--- src/rtl/shift_stim_gen.sv ---
// shift_stim_gen: load/shift stimulus sequencer driving v, d and sel of the shift stage
module shift_stim_gen #(
  parameter int          RUN_CYCLES = 8,
  parameter int          NUM_ITERS  = 0,
  parameter logic [31:0] LFSR_SEED  = 32'h0000_0001
) (
  input  logic        sys_clk,
  input  logic        ck_rst,
  input  logic        start,
  input  logic        stop,
  output logic [31:0] v,
  output logic [4:0]  d,
  output logic        sel,
  output logic        busy,
  output logic        done,
  output logic [15:0] iter_cnt
);
  localparam logic [31:0] SEED   = (LFSR_SEED == 32'h0) ? 32'h1 : LFSR_SEED;
  localparam logic [31:0] TAPS   = 32'h8020_0003;
  localparam logic [7:0]  CNT_LD = 8'(RUN_CYCLES - 1);
  localparam logic [15:0] LIMIT  = 16'(NUM_ITERS);
  typedef enum logic [1:0] {IDLE, LOAD, RUN, DONE} state_t;
  state_t      state, state_nx;
  logic [31:0] lfsr, lfsr_step;
  logic [7:0]  cnt;
  logic [15:0] iter_nx;
  logic        stop_pend, last, fin;
  always_comb begin
    lfsr_step = (lfsr >> 1) ^ (lfsr[0] ? TAPS : 32'h0);
    iter_nx   = (iter_cnt == 16'hFFFF) ? iter_cnt : iter_cnt + 16'd1;
    last      = (state == RUN) && (cnt == 8'd0);
    fin       = stop_pend || ((LIMIT != 16'd0) && (iter_nx == LIMIT));
    state_nx  = (state == IDLE) ? (start ? LOAD : IDLE) :
                (state == LOAD) ? RUN :
                (state == RUN)  ? (!last ? RUN : fin ? DONE : LOAD) : IDLE;
  end
  always_ff @(posedge sys_clk or negedge ck_rst)
    if (!ck_rst) state <= IDLE;
    else         state <= state_nx;
  always_ff @(posedge sys_clk or negedge ck_rst) begin
    if (!ck_rst) begin
      v         <= 32'h0;
      d         <= 5'd0;
      sel       <= 1'b0;
      busy      <= 1'b0;
      done      <= 1'b0;
      iter_cnt  <= 16'd0;
      lfsr      <= SEED;
      stop_pend <= 1'b0;
      cnt       <= 8'd0;
    end else begin
      sel       <= state_nx == LOAD;
      busy      <= (state_nx == LOAD) || (state_nx == RUN);
      done      <= state_nx == DONE;
      stop_pend <= (state == DONE) ? 1'b0 : stop_pend | (stop & ((state != IDLE) | start));
      cnt       <= (state == LOAD) ? CNT_LD : (state == RUN) ? cnt - 8'd1 : cnt;
      if (state == IDLE && start) begin
        lfsr     <= SEED;
        v        <= SEED;
        d        <= 5'd0;
        iter_cnt <= 16'd0;
      end
      if (last) begin
        lfsr     <= lfsr_step;
        d        <= d + 5'd1;
        iter_cnt <= iter_nx;
        if (state_nx == LOAD) v <= lfsr_step;
      end
    end
  end
endmodule
--- config.mk ---
export PLATFORM = sky130hd
export DESIGN_NAME = shift_stim_gen
export DESIGN_NICKNAME = d
export VERILOG_FILES = /design/src/rtl/shift_stim_gen.sv
export SDC_FILE = /design/constraint.sdc
export NUM_CORES = 1
export LEC_CHECK = 0
export ABC_CLOCK_PERIOD_IN_PS = 5200
export CAP_MARGIN = 20
export CORE_MARGIN = 3
export CORE_UTILIZATION = 54
export DETAILED_ROUTE_END_ITERATION = 8
export HOLD_SLACK_MARGIN = 0.02
export PLACE_DENSITY = 0.75
export SLEW_MARGIN = 20
export SYNTH_ARGS = -nofsm -noshare
export SYNTH_HDL_FRONTEND = slang
export SYNTH_SLANG_ARGS = --single-unit
export TNS_END_PERCENT = 5
--- constraint.sdc ---
create_clock -name sys_clk -period 5.2 [get_ports sys_clk]
set_clock_uncertainty 0.15 [all_clocks]
set_input_delay 0.52 -clock sys_clk [delete_from_list [all_inputs] [get_ports sys_clk]]
set_output_delay 0.52 -clock sys_clk [all_outputs]
set_load 0.02 [all_outputs]
* After elaboration in Yosys (flattened, before gate mapping)
Index checks and enable logic that the tools add are counted.
Widths: inputs -> output; s select.
** Word-level totals
- Flip-flop bits (word level) :: 99
- Input port bits :: 4
- Output and inout port bits :: 56
- Word-level logic and storage cells :: 54
** Cells by class
- $add $sub $neg :: 3
- Eq/ne operators :: 8
- Mux-type cells :: 20
- Bitwise operators :: 4
- Reduce and logical (&&, ||, !) cells :: 9
** Operators by type and width (count)
- $mux 32 :: 6
- $mux 16 :: 3
- $xor 31x32->32 :: 1
- $add 16x1->16 const B :: 1
- $eq 16x16->1 const B :: 1
- $mux 8 :: 2
- $mux 2 :: 5
- $mux 5 :: 2
- $eq 2x2->1 const B :: 4
- $logic_not 8->1 :: 1
- $sub 8x1->8 const B :: 1
- $reduce_bool 2->1 :: 3
- $add 5x1->5 const B :: 1
- $eq 2x1->1 const B :: 2
- $logic_and 1x1->1 :: 2
- $logic_not 2->1 :: 1
- $mux 1 :: 2
- $ne 2x2->1 const B :: 1
- $or 1x1->1 :: 2
- $reduce_and 2->1 :: 1
- $and 1x1->1 :: 1
- $logic_or 1x1->1 :: 1

* Logic depth before layout (Yosys ltp)
- Depth in word-level cells :: 9
- Depth in mapped cells :: 14
- Depth with buffers taken out :: 11

* Least setup slack after synthesis
OpenSTA, ideal clock, no wires.
- Path type :: reg-to-reg
- Start point :: register cnt[0]
- End point :: register v[21]
- Data arrival time :: 3108 ps
- Path slack :: 1863 ps
- Stages on the path, launching flop included :: 14
- Path buffers :: 4
- Cell sequence :: dfrtp_1 -> inv_1 -> ha_1 -> or4b_1 -> buf_4 -> or2_0 -> clkbuf_1 -> clkbuf_1 -> o31ai_1 -> ha_1 -> inv_1 -> nor3_2 -> buf_2 -> mux2i_1
** On the way
- Word-level cells in the longest chain between the ends :: 9
** RTL lines
- start: declaration :: RTL line 25 : logic [7:0] cnt;
- start signal: assignment :: RTL line 56 : cnt <= (state == LOAD) ? CNT_LD : (state == RUN) ? cnt - 8'd1 : cnt;
- $logic_not 8->1 :: RTL line 31 : last = (state == RUN) && (cnt == 8'd0);
- $logic_and 1x1->1 :: RTL line 31
- $mux 2 (2 in a row) :: RTL line 35 : (state == RUN) ? (!last ? RUN : fin ? DONE : LOAD) : IDLE;
- $mux 2 :: RTL line 34 : (state == LOAD) ? RUN :
- $mux 2 :: RTL line 33 : state_nx = (state == IDLE) ? (start ? LOAD : IDLE) :
- net state_nx[0] :: RTL line 23 : state_t state, state_nx;
- $eq 2x1->1 :: RTL line 67 : if (state_nx == LOAD) v <= lfsr_step;
- $mux 32 :: RTL line 67
- $mux 32 :: RTL line 63 : if (last) begin
- end signal: assignment :: RTL line 67
- end: declaration :: RTL line 11 : output logic [31:0] v,
The timed path passes the listed nets, and every way through them passes these cells.
A chain may end at the register's enable or synchronous reset.

* Worst setup path after layout
Same ends and word-level chain as after synthesis.

==> results_dict.tcl <==
set metrics [dict create \
    status "finished, final reports clean" \
    path_clk_slew_ps 100 \
    critical_path_required_ps 5320 \
    crit_type "flop to flop" \
    drive_above_1_share_pct 5.73 \
    synth_top_cell_area_share_pct 56.3 \
    viasPerCell 5.61 \
    rsz0062_at_grt "no" \
    instances_no_fill 608 \
    drt-total-wl_um 8600 \
    p_leak_nw 2.21 \
    setup_tns_ps 0 \
    syn-num-nets 469 \
    switching_share_pct 31.0 \
    first_pass_iters 4 \
    power_density_nw_per_um2 339 \
    start_util_pct 56.1 \
    wire_per_inst_um 14.1 \
    finalHoldViolations 0 \
    ys_top_cells_by_area "dfrtp_1, nand2_1, o21ai_0" \
    antenna_found_initial 0 \
    drv_cap 0 \
    ys.flop_type "dfrtp_1" \
    period_share_pct 76.4 \
    place_congestion 0.791 \
    drv_slew 0 \
    grtUsageTotal_pct 20.3 \
    gr-total-overflow 0 \
    fmax_mhz 252 \
    cts_buffer_depth 2 \
    grt_pass1_vias 3195 \
    clkPwrFrac_pct 29.9 \
    dp.cells 593 \
    syn_area_per_cell_sq_um 9.56 \
    period_minus_slack_ps 3970 \
    ys_types 53 \
    synthCells 456 \
    netlist_area_sq_um 4360 \
    die_width_um 95.8 \
    dpl.hpwl_um 5580 \
    via_count 3409 \
    cp_max_fo 62 \
    hp-class "input port to asynchronous set/reset pin" \
    portBuffers 59 \
    ant_nets 0 \
    yosysWarnings 0 \
    cts_sinks 99 \
    syn2layout_area_growth_pct 19.4 \
    tightest_slew_ps 818 \
    drt_iter0_markers 179 \
    io-pin-count 60 \
    ys_ff_latch 99 \
    rows 32 \
    seqPwrFrac_pct 49.9 \
    cts_resized 0 \
    p_int_mw 1.22 \
    start_kind "flop" \
    drc 0 \
    htree_num_levels 3 \
    grt_pass1_wl_um 14600 \
    synth_edf_count 0 \
    nets 515 \
    cts_hold_buf 0 \
    cts_setup_buffers 0 \
    worstSkewPairLatency_ps 350 \
    seq_area_frac_synth_pct 56.9 \
    core-area_sq_um 7770 \
    num_antenna_cells 0 \
    end_kind "flop" \
    grt_start_max_net_pins 69 \
    setup_viol 0 \
    ir_worst_vdd_mv 0.262 \
    cts_tree "done" \
    async_reset_ff_share_pct 100 \
    die_h_um 95.8 \
    yosysTopAreaCell "dfrtp_1" \
    power.switching_uw 547 \
    die-area_sq_um 9180 \
    combPwrFrac_pct 20.2 \
    numCtsBuffers 9 \
    worstPathArrival_ps 4100 \
    relSlewSlack_pct 45.5 \
    r2r_cells 10 \
    clockRootBuffer "clkbuf_8" \
]
## cell usage after synthesis, drive strengths merged (5+ instances only)
cell and instances:
nand2 125, dfrtp 98, o21ai 75, clkbuf 18, nand3 13, a21oi 12, buf 10, nor2 10
ha 9, inv 9, nor3 7, and3 5, nand4 5
## final timing paths
check	startpoint	end	slack [ps]
setup / recovery	cnt[0]	v[21]	1230
hold / removal	ck_rst	lfsr[17]	6
setup reg to reg	cnt[0]	v[21]	1230
hold reg to reg	lfsr[4]	v[3]	360
max in group asynchronous	ck_rst	cnt[4]	3820
min in group sys_clk	lfsr[4]	v[3]	360
## metrics by stage
| stage | power [mW] | worst slack (ps) | cell area [sq um] | hold WS (ps) | util, % |
|---|---|---|---|---|---|
| after floorplan | 1.13 | 1860 | 4360 | 74.4 | - |
| after CTS | 1.78 | 1280 | 5200 | 22.5 | 67.0 |
| after global routing | 1.87 | 910 | 5200 | 27.6 | 67.0 |
| after detailed placement | 1.25 | 1240 | 4990 | 341 | 64.3 |
| final | 1.76 | 1230 | 5200 | 6.44 | 67.0 |
| after global placement | 1.24 | 1490 | 4990 | 337 | 64.3 |
## layer usage
layer / track usage [%] / vias up / wire (um)
met3: 3.60 / 20 / 320
met2: 32.9 / 85 / 4100
li1: - / 1661 / -
met5: 0 / - / 0
met4: 7.94 / 0 / 160
met1: 27.2 / 1643 / 4020
## area by class of cell
| type | count | area (sq um) |
|---|---|---|
| Inverter | 9 | 33.8 |
| Clock inverter | 6 | 87.6 |
| Timing Repair Buffer | 63 | 618 |
| Tap cell | 102 | 128 |
| Clock buffer | 9 | 124 |
| Sequential cell | 99 | 2480 |
| Fill cell | 605 | 2560 |
| Multi-Input combinational cell | 320 | 1740 |
## power groups by stage
stage	Clock, mW	Sequential, mW	Combinational (mW)
4_1_cts	0.539	0.880	0.357
3_5_place_dp	0	0.894	0.356
3_3_place_gp	0	0.892	0.345
6_report	0.527	0.880	0.356
2_1_floorplan	0	0.894	0.239
5_1_grt	0.576	0.891	0.401
## layout by cell type (no fill, tap or decap), drive strengths merged, types with 3 or more instances in the layout
master | netlist | final
and3 | 5 | 5
a211oi | 3 | 3
a311oi | 4 | 4
dfrtp | 98 | 98
inv | 9 | 11
xnor2 | 3 | 3
nand2 | 125 | 125
clkbuf | 18 | 9
nor2 | 10 | 10
nor4 | 3 | 3
buf | 10 | 5
nand3 | 13 | 13
a22o | 3 | 3
mux2i | 4 | 4
ha | 9 | 9
xor2 | 4 | 4
a31oi | 4 | 4
a21oi | 12 | 12
nand4 | 5 | 5
nor3 | 7 | 7
clkdlybuf4s50 | 0 | 58
and2 | 3 | 3
o21ai | 75 | 75
## sequential cells by signal (all words and copies together), names as in the netlist
signal	cells
fin	1
lfsr	32
cnt	8
done	1
iter_cnt	16
d	5
busy	1
v	32
state	2
sel	1
## critical path, stage by stage (launching register included)
cell and delay [ps]:
dfrtp_1 420, inv_1 80, ha_1 200, or4b_1 690, or2_0 590, o31ai_1 530, ha_1 260, inv_1 70
nor3_4 160, buf_4 470, mux2i_1 240
## cells by family (layout without fill, tap and decap cells)
logic type	after synthesis	after routing	share of synthesized area, %
and+or+nand+nor	184	184	19.2
AOI/OAI and AO/OA	115	115	15.2
DFF	99	99	56.9
buffers and inverters	37	87	3.62
adders and majority gates	9	9	2.58
xor gates and xnor gates	7	7	1.41
muxes	5	5	1.18
(Power assumes the default switching activity.)
